===== config.mk =====
export PLATFORM = sky130hd
export DESIGN_NAME = branch_compare_unit_flat
export DESIGN_NICKNAME = d
export VERILOG_FILES = /design/src/rtl/branch_compare_unit_if.sv /design/src/rtl/branch_compare_unit.sv /design/src/flat_wrapper.sv
export SDC_FILE = /design/constraint.sdc
export NUM_CORES = 1
export LEC_CHECK = 0
export CAP_MARGIN = 0
export CORE_ASPECT_RATIO = 0.75
export CORE_MARGIN = 5
export CORE_UTILIZATION = 32
export CTS_CLUSTER_DIAMETER = 200
export DETAILED_ROUTE_END_ITERATION = 6
export PLACE_DENSITY = 0.77
export SKIP_CTS_REPAIR_TIMING = 1
export SYNTH_ARGS = -nofsm -noshare
export SYNTH_HDL_FRONTEND = slang
export SYNTH_SLANG_ARGS = --single-unit

===== constraint.sdc =====
create_clock -name clk -period 2.4 [get_ports clk]
set_input_delay 0.48 -clock clk [delete_from_list [all_inputs] [get_ports clk]]
set_output_delay 0.48 -clock clk [all_outputs]
set_load 0.005 [all_outputs]

===== src/rtl/branch_compare_unit_if.sv =====
// Operand/decision bus for the RV32I branch comparator.
// The DUT takes the slave modport and the driving side takes the master modport.
interface branch_compare_unit_if #(
  parameter int XLEN = 32
);
  logic [XLEN-1:0] A;
  logic [XLEN-1:0] B;
  logic            BrUn;
  logic            in_valid;
  logic [2:0]      funct3;
  logic            Eq;
  logic            Lt;
  logic            out_valid;
  logic            br_taken;
  logic            br_illegal;

  // in_valid qualifies one branch per cycle. There is no ready signal:
  // every valid input is accepted, and its result appears one cycle later
  // together with out_valid.
  modport master (
    output A, B, BrUn, in_valid, funct3,
    input  Eq, Lt, out_valid, br_taken, br_illegal
  );

  modport slave (
    input  A, B, BrUn, in_valid, funct3,
    output Eq, Lt, out_valid, br_taken, br_illegal
  );
endinterface


===== src/rtl/branch_compare_unit.sv =====
// RV32I branch comparator: combinational Eq/Lt plus a registered branch decision.
// Define BRCMP_STATS_EN to add the taken_cnt/resolved_cnt statistics counters.
module branch_compare_unit #(
  parameter int XLEN = 32  // must be at least 2
) (
  input  logic                clk,
  input  logic                rst,
  branch_compare_unit_if.slave bus
`ifdef BRCMP_STATS_EN
  ,
  output logic [31:0]         taken_cnt,
  output logic [31:0]         resolved_cnt
`endif
);

  logic            eqRaw;
  logic            ltUnsigned;
  logic            ltSigned;
  logic [XLEN-1:0] aFlip;
  logic [XLEN-1:0] bFlip;
  logic            decision;
  logic            illegal;

  // Flipping the sign bit maps two's-complement order onto unsigned order,
  // so a signed compare needs no subtraction and cannot overflow.
  always_comb begin
    aFlip      = {~bus.A[XLEN-1], bus.A[XLEN-2:0]};
    bFlip      = {~bus.B[XLEN-1], bus.B[XLEN-2:0]};
    eqRaw      = (bus.A == bus.B);
    ltUnsigned = (bus.A < bus.B);
    ltSigned   = (aFlip < bFlip);
  end

  assign bus.Eq = eqRaw;
  assign bus.Lt = bus.BrUn ? ltUnsigned : ltSigned;

  // funct3 picks its own signedness; BrUn only steers the Lt flag.
  always_comb begin
    decision = 1'b0;
    illegal  = 1'b0;
    unique case (bus.funct3)
      3'b000: decision = eqRaw;
      3'b001: decision = ~eqRaw;
      3'b100: decision = ltSigned;
      3'b101: decision = ~ltSigned;
      3'b110: decision = ltUnsigned;
      3'b111: decision = ~ltUnsigned;
      3'b010,
      3'b011: illegal  = 1'b1;
      default: decision = 1'b0;
    endcase
  end

  always_ff @(posedge clk or posedge rst) begin
    if (rst) begin
      bus.out_valid  <= 1'b0;
      bus.br_taken   <= 1'b0;
      bus.br_illegal <= 1'b0;
    end else begin
      bus.out_valid  <= bus.in_valid;
      bus.br_taken   <= bus.in_valid & decision;
      bus.br_illegal <= bus.in_valid & illegal;
    end
  end

`ifdef BRCMP_STATS_EN
  always_ff @(posedge clk or posedge rst) begin
    if (rst) begin
      taken_cnt    <= 32'd0;
      resolved_cnt <= 32'd0;
    end else if (bus.in_valid && !illegal) begin
      resolved_cnt <= resolved_cnt + 32'd1;
      if (decision) begin
        taken_cnt <= taken_cnt + 32'd1;
      end
    end
  end
`endif

endmodule


===== src/flat_wrapper.sv =====
// flat-port wrapper written by rule: the top's interface ports become plain ports
module branch_compare_unit_flat 
#(
  parameter int XLEN = 32                       
)
  (clk, rst, bus_A, bus_B, bus_BrUn, bus_in_valid, bus_funct3, bus_Eq, bus_Lt, bus_out_valid, bus_br_taken, bus_br_illegal);
  branch_compare_unit_if #(.XLEN(XLEN)) bus_i ();
  input  logic clk;
  input  logic rst;
  input wire logic [$bits(bus_i.A)-1:0] bus_A;
  input wire logic [$bits(bus_i.B)-1:0] bus_B;
  input wire logic [$bits(bus_i.BrUn)-1:0] bus_BrUn;
  input wire logic [$bits(bus_i.in_valid)-1:0] bus_in_valid;
  input wire logic [$bits(bus_i.funct3)-1:0] bus_funct3;
  output wire logic [$bits(bus_i.Eq)-1:0] bus_Eq;
  output wire logic [$bits(bus_i.Lt)-1:0] bus_Lt;
  output wire logic [$bits(bus_i.out_valid)-1:0] bus_out_valid;
  output wire logic [$bits(bus_i.br_taken)-1:0] bus_br_taken;
  output wire logic [$bits(bus_i.br_illegal)-1:0] bus_br_illegal;
  assign bus_i.A = bus_A;
  assign bus_i.B = bus_B;
  assign bus_i.BrUn = bus_BrUn;
  assign bus_i.in_valid = bus_in_valid;
  assign bus_i.funct3 = bus_funct3;
  assign bus_Eq = bus_i.Eq;
  assign bus_Lt = bus_i.Lt;
  assign bus_out_valid = bus_i.out_valid;
  assign bus_br_taken = bus_i.br_taken;
  assign bus_br_illegal = bus_i.br_illegal;
  branch_compare_unit #(.XLEN(XLEN)) u_core (.clk(clk), .rst(rst), .bus(bus_i));
endmodule

Yosys cells after proc, flatten, opt, wreduce, memory -nomap -nowiden
Cells that the tools add are included.

Reductions and logical operators: 2. $lt $le $gt $ge: 2. Bitwise gates (word level): 7. Multiplexer cells: 3. Eq/ne operators: 8.

Operator list (count): 32-bit < comparator (2); 32-bit == test (1); 3-bit == test, second input constant (4); 3-bit by 2-bit == test with 1-bit output, second input constant (2); 1-bit case mux with 6 select lines (1); 1-bit inverter (5); 3-bit by 1-bit == test with 1-bit output, second input constant (1); 3-bit zero test (1); 1-bit bitwise AND (2); 1-bit 2-to-1 mux (2); 2-bit OR reduction (1).

Bits in registers: 3. Output and inout bits: 5. Input port bits: 71. Word-level logic and storage cells: 25.

Depth between registers and ports, before layout
Word-level depth: 5. Mapped depth: 8. Gate-level depth less buffers: 8.

Least setup slack after synthesis
No wires, ideal clock.

Path kind: input port to output port. From: input port bus_B[17]. To: output port bus_Lt. Path slack: -0.173 ns. Cell stages on the path: 7. Path buffers: 0. Arrival: 2.093 ns. Required time: 1.920 ns. Cell sequence: inv_1 ha_1 a211oi_2 nor2_1 or3_4 o31a_1 a2111oi_4.

Longest elaborated chain between the ends: 2.

Ends and longest elaborated chain: from (decl) (line flat_wrapper.sv:11) `input wire logic [$bits(bus_i.B)-1:0] bus_B;`; 32-bit < comparator (on tied branches) (line branch_compare_unit.sv:31, branch_compare_unit.sv:30); 1-bit 2-to-1 mux * (line branch_compare_unit.sv:35) `assign bus.Lt = bus.BrUn ? ltUnsigned : ltSigned;`; to (decl) (line flat_wrapper.sv:16) `output wire logic [$bits(bus_i.Lt)-1:0] bus_Lt;`.

Every way passes the cells marked *; elsewhere a longest branch is shown, timed or not.

Worst setup path after layout
From: input port bus_A[17]. To: output port bus_Lt.

Longest elaborated chain between the ends: 2.

Ends and longest elaborated chain: from (decl) (line flat_wrapper.sv:10) `input wire logic [$bits(bus_i.A)-1:0] bus_A;`; 32-bit < comparator (on tied branches) (line branch_compare_unit.sv:31, branch_compare_unit.sv:30); 1-bit 2-to-1 mux * (line branch_compare_unit.sv:35).

Marked as above.

==> reports/summary.log <==
qor: setup_path.arrival 2.28 ns
qor: layout.layout.nets 350
qor: clock_network.clkSlewWorstSetupHoldPaths 0.03 ns
qor: clock_network.clock_sinks 3
qor: global_routing.gr-total-overflow 0
qor: sta.worst_slew_margin_rel 0.768
qor: setup_path.crit_path_cell_trace buf_6 -> ha_4 -> a211oi_2 -> nor2_2 -> or3_4 -> o31a_1 -> a2111oi_4 -> buf_2
qor: clock_network.max-clock-path-buffers 2
qor: setup_path.critPathKind in2out
qor: clock_network.cts_root_buf sky130_fd_sc_hd__clkbuf_8
qor: sta.fin_setup_tns -0.366 ns
qor: yosys.ys_seq_elements 3
qor: sta.grt_setup_unrepaired true
qor: yosys.synth-xor-area-share 0
qor: setup_path.critPathLaunchType input port
qor: drt.drcViolationCount 0
qor: layout.end_of_flow_core_utilization 0.806
qor: placement.detailed_place_hpwl 2930 um
qor: drt.number_of_routed_nets_with_antenna_violations 0
qor: global_routing.grt_pass1_vias 1208
qor: power_and_ir_drop.static-leakage-power 1.54 nW
qor: sta.setup_viol 2
qor: floorplanning.floorplan_die_area 0.00467 mm2
qor: job.max_cap_violations 0
qor: floorplanning.placeableCoreArea 0.00329 mm2
qor: yosys.synth_compound_area_frac 0.255
qor: run_status.run_status finished with violations
qor: global_routing.grt_first_pass_wirelength 4790 um
qor: clock_network.cts_tree done
qor: setup_path.critical_path_peak_fanout 2
qor: floorplanning.pin_count 76
qor: sta.period_share 1.15
qor: clock_network.clock_buffer_count_from_cts 3
qor: layout.synthToLayoutAreaGrowth 144%
qor: yosys.syn-num-nets 243
qor: yosys.seq_area_frac_synth 0.0692
qor: power_and_ir_drop.pwr_density_cell 232 mW/mm2
qor: setup_path.end_kind primary output
qor: yosys.postSynthAreaPerCell 7.80 um2
qor: clock_network.h_tree_lvl_count 1
qor: sta.timing.final.crit_period 2.76 ns
qor: yosys.syn-cell-area 0.00108 mm2
qor: placement.gp_congestion 0.769
qor: global_routing.gr-usage-all-layers 0.121
qor: sta.max_freq 362 MHz
qor: sta.finalHoldWorstSlack 0.434 ns
qor: drt.routed-via-count 1449
qor: setup_path.critPathRequiredTime 1.92 ns
qor: setup_path.critical-path-max-stage-delay 0.39 ns
qor: global_routing.grt_max_degree 5
qor: layout.num-fill-cells 188
qor: floorplanning.fp.dieW 77.2 um
qor: yosys.synth-simple-area-share 0.171
qor: placement.place.port_buffers 75
qor: drt.firstDrtPassIters 4
qor: drt.iteration_0_drc_markers 44
qor: layout.final_layout_size_suffix_gt1_frac 0.490
qor: layout.insertedDiodeCount 0
qor: yosys.muxShareOfSynthArea 0
qor: sta.report.final.slew_viol_count 0
qor: yosys.yosys.cell_types.count 35
qor: drt.post_drt_wl_per_cell 16.4 um
qor: yosys.combinational_family_with_the_most_area_after_synthesis adder cells
qor: yosys.yosysWarnings 0
qor: worst_hold_path.path_category_of_the_worst_min_delay_check in2async
qor: sta.finalHoldViolations 0
qor: floorplanning.initial_core_util 0.330
qor: sta.worst_margin_slew 0.346 ns
qor: floorplanning.die_height 60.4 um
qor: global_routing.antenna_found_initial 0
qor: drt.drt-vias-per-instance 5.08
qor: floorplanning.rows 18
qor: run_status.failed_checks setup timing
qor: setup_path.critical-path-slowest-cell sky130_fd_sc_hd__or3_4
qor: power_and_ir_drop.vdd.ir_drop.worst 141 uV
qor: yosys.syn_inst 139
qor: drt.drt_wl_total 4670 um
qor: sta.final_critical_path_setup_slack -0.362 ns
qor: yosys.post_synthesis_adder_cell_area_fraction 0.381
==> synthesized netlist by cell type, drive strengths merged <==
cell type | instances | area share
nand3 | 1 | 0.0046
a32oi | 1 | 0.0081
o211ai | 3 | 0.021
a31oi | 1 | 0.0058
a31o | 1 | 0.0081
nor2 | 5 | 0.017
o31a | 1 | 0.0081
nand2b | 1 | 0.0058
or2 | 1 | 0.0058
o2111ai | 2 | 0.016
and3 | 2 | 0.012
a211oi | 2 | 0.018
or3 | 1 | 0.010
nand4 | 7 | 0.046
a21oi | 9 | 0.042
nor4 | 3 | 0.023
ha | 33 | 0.38
and4 | 1 | 0.0081
a2bb2oi | 1 | 0.0081
o2bb2ai | 1 | 0.0081
o21a | 3 | 0.021
a211o | 1 | 0.0081
dfrtp | 3 | 0.069
a21boi | 1 | 0.010
a2111oi | 1 | 0.025
nand2 | 6 | 0.021
o211a | 1 | 0.0092
o21ai | 5 | 0.023
o31ai | 1 | 0.0069
inv | 36 | 0.12
nor2b | 3 | 0.017
o41ai | 1 | 0.0081
==> report_power, final <==
group	internal (W)	switching (W)	total, W
sequential	0.0000541	0.000000662	0.0000547
combinational	0.000242	0.000173	0.000414
clock	0.000113	0.0000333	0.000147
==> cell type report <==
type                            count  area, um2  share of cell area
Timing Repair Buffer              102       1040               0.393
Clock buffer                        4       45.0              0.0170
Sequential cell                     3       75.1              0.0283
Multi-Input combinational cell    100       1300               0.491
Tap cell                           40       50.0              0.0189
Inverter                           36        138              0.0520
==> metrics by stage <==
stage / std cells / instance area, um2 / setup slack (ns) / power (W)
final: 285 / 2650 / -0.362 / 0.000615
after global routing: 285 / 2650 / -0.406 / 0.000657
after detailed placement: 275 / 2040 / -1.08 / 0.000365
after CTS: 279 / 2090 / -1.08 / 0.000513
after floorplan: 139 / 1080 / 0.00185 / 0.000181
after global placement: 275 / 2040 / -1.05 / 0.000358
==> worst max-delay path: cells and delay by family <==
family / cells / cell delay (ns)
AO/OA/AOI/OAI: 3 / 0.83
adder cells (fa/ha/maj): 1 / 0.23
buffers and inverters: 2 / 0.27
AND/OR/NAND/NOR: 2 / 0.46
==> kinds of logic (layout without fill, tap and decap cells) <==
kind of cell	after synthesis	after routing
AND/OR/NAND/NOR	31	31
AO/OA/AOI/OAI	36	36
flip-flops	3	3
adder cells (fa/ha/maj)	33	33
buffers and inverters	36	142
==> layout by cell type (no fill, tap or decap), types with 2 or more instances in the layout <==
master,count
sky130_fd_sc_hd__inv_1,11
sky130_fd_sc_hd__clkbuf_8,3
sky130_fd_sc_hd__clkbuf_2,8
sky130_fd_sc_hd__ha_4,26
sky130_fd_sc_hd__o21ai_0,2
sky130_fd_sc_hd__a21oi_1,3
sky130_fd_sc_hd__ha_2,2
sky130_fd_sc_hd__dlymetal6s2s_1,51
sky130_fd_sc_hd__o211ai_1,3
sky130_fd_sc_hd__nand4_1,6
sky130_fd_sc_hd__inv_2,24
sky130_fd_sc_hd__clkdlybuf4s50_1,12
sky130_fd_sc_hd__o21a_1,3
sky130_fd_sc_hd__o2111ai_1,2
sky130_fd_sc_hd__o21ai_2,3
sky130_fd_sc_hd__buf_4,27
sky130_fd_sc_hd__buf_6,3
sky130_fd_sc_hd__nor2b_1,3
sky130_fd_sc_hd__nor2_1,4
sky130_fd_sc_hd__nor4_4,2
sky130_fd_sc_hd__ha_1,5
sky130_fd_sc_hd__a21oi_2,5
sky130_fd_sc_hd__nand2_2,4
sky130_fd_sc_hd__dfrtp_1,3
==> flip-flops by register name, indices dropped and copies added, names as in the netlist <==
name and count:
u_core.bus.br_illegal 1, u_core.bus.br_taken 1, u_core.bus.out_valid 1
==> path summary, 6_finish.rpt <==
| check | startpoint | end | slack, ns | cells past startpoint |
|---|---|---|---|---|
| setup / recovery | bus_A[17] | bus_Lt | -0.36 | 8 |
| hold / removal | rst | u_core.bus.br_taken | 0.43 | 2 |
| min in group clk | bus_in_valid | u_core.bus.out_valid | 0.81 | 1 |
| max in group asynchronous | rst | u_core.bus.out_valid | 1.84 | 2 |
==> layer usage <==
layer | GRT usage | wire, um | up-vias
met5 | 0 | 0 | -
met4 | 0.0294 | 106 | 0
met3 | 0.0223 | 196 | 10
met2 | 0.201 | 2430 | 52
met1 | 0.165 | 1950 | 672
li1 | - | - | 715
Power figures use the tool's default switching activity.
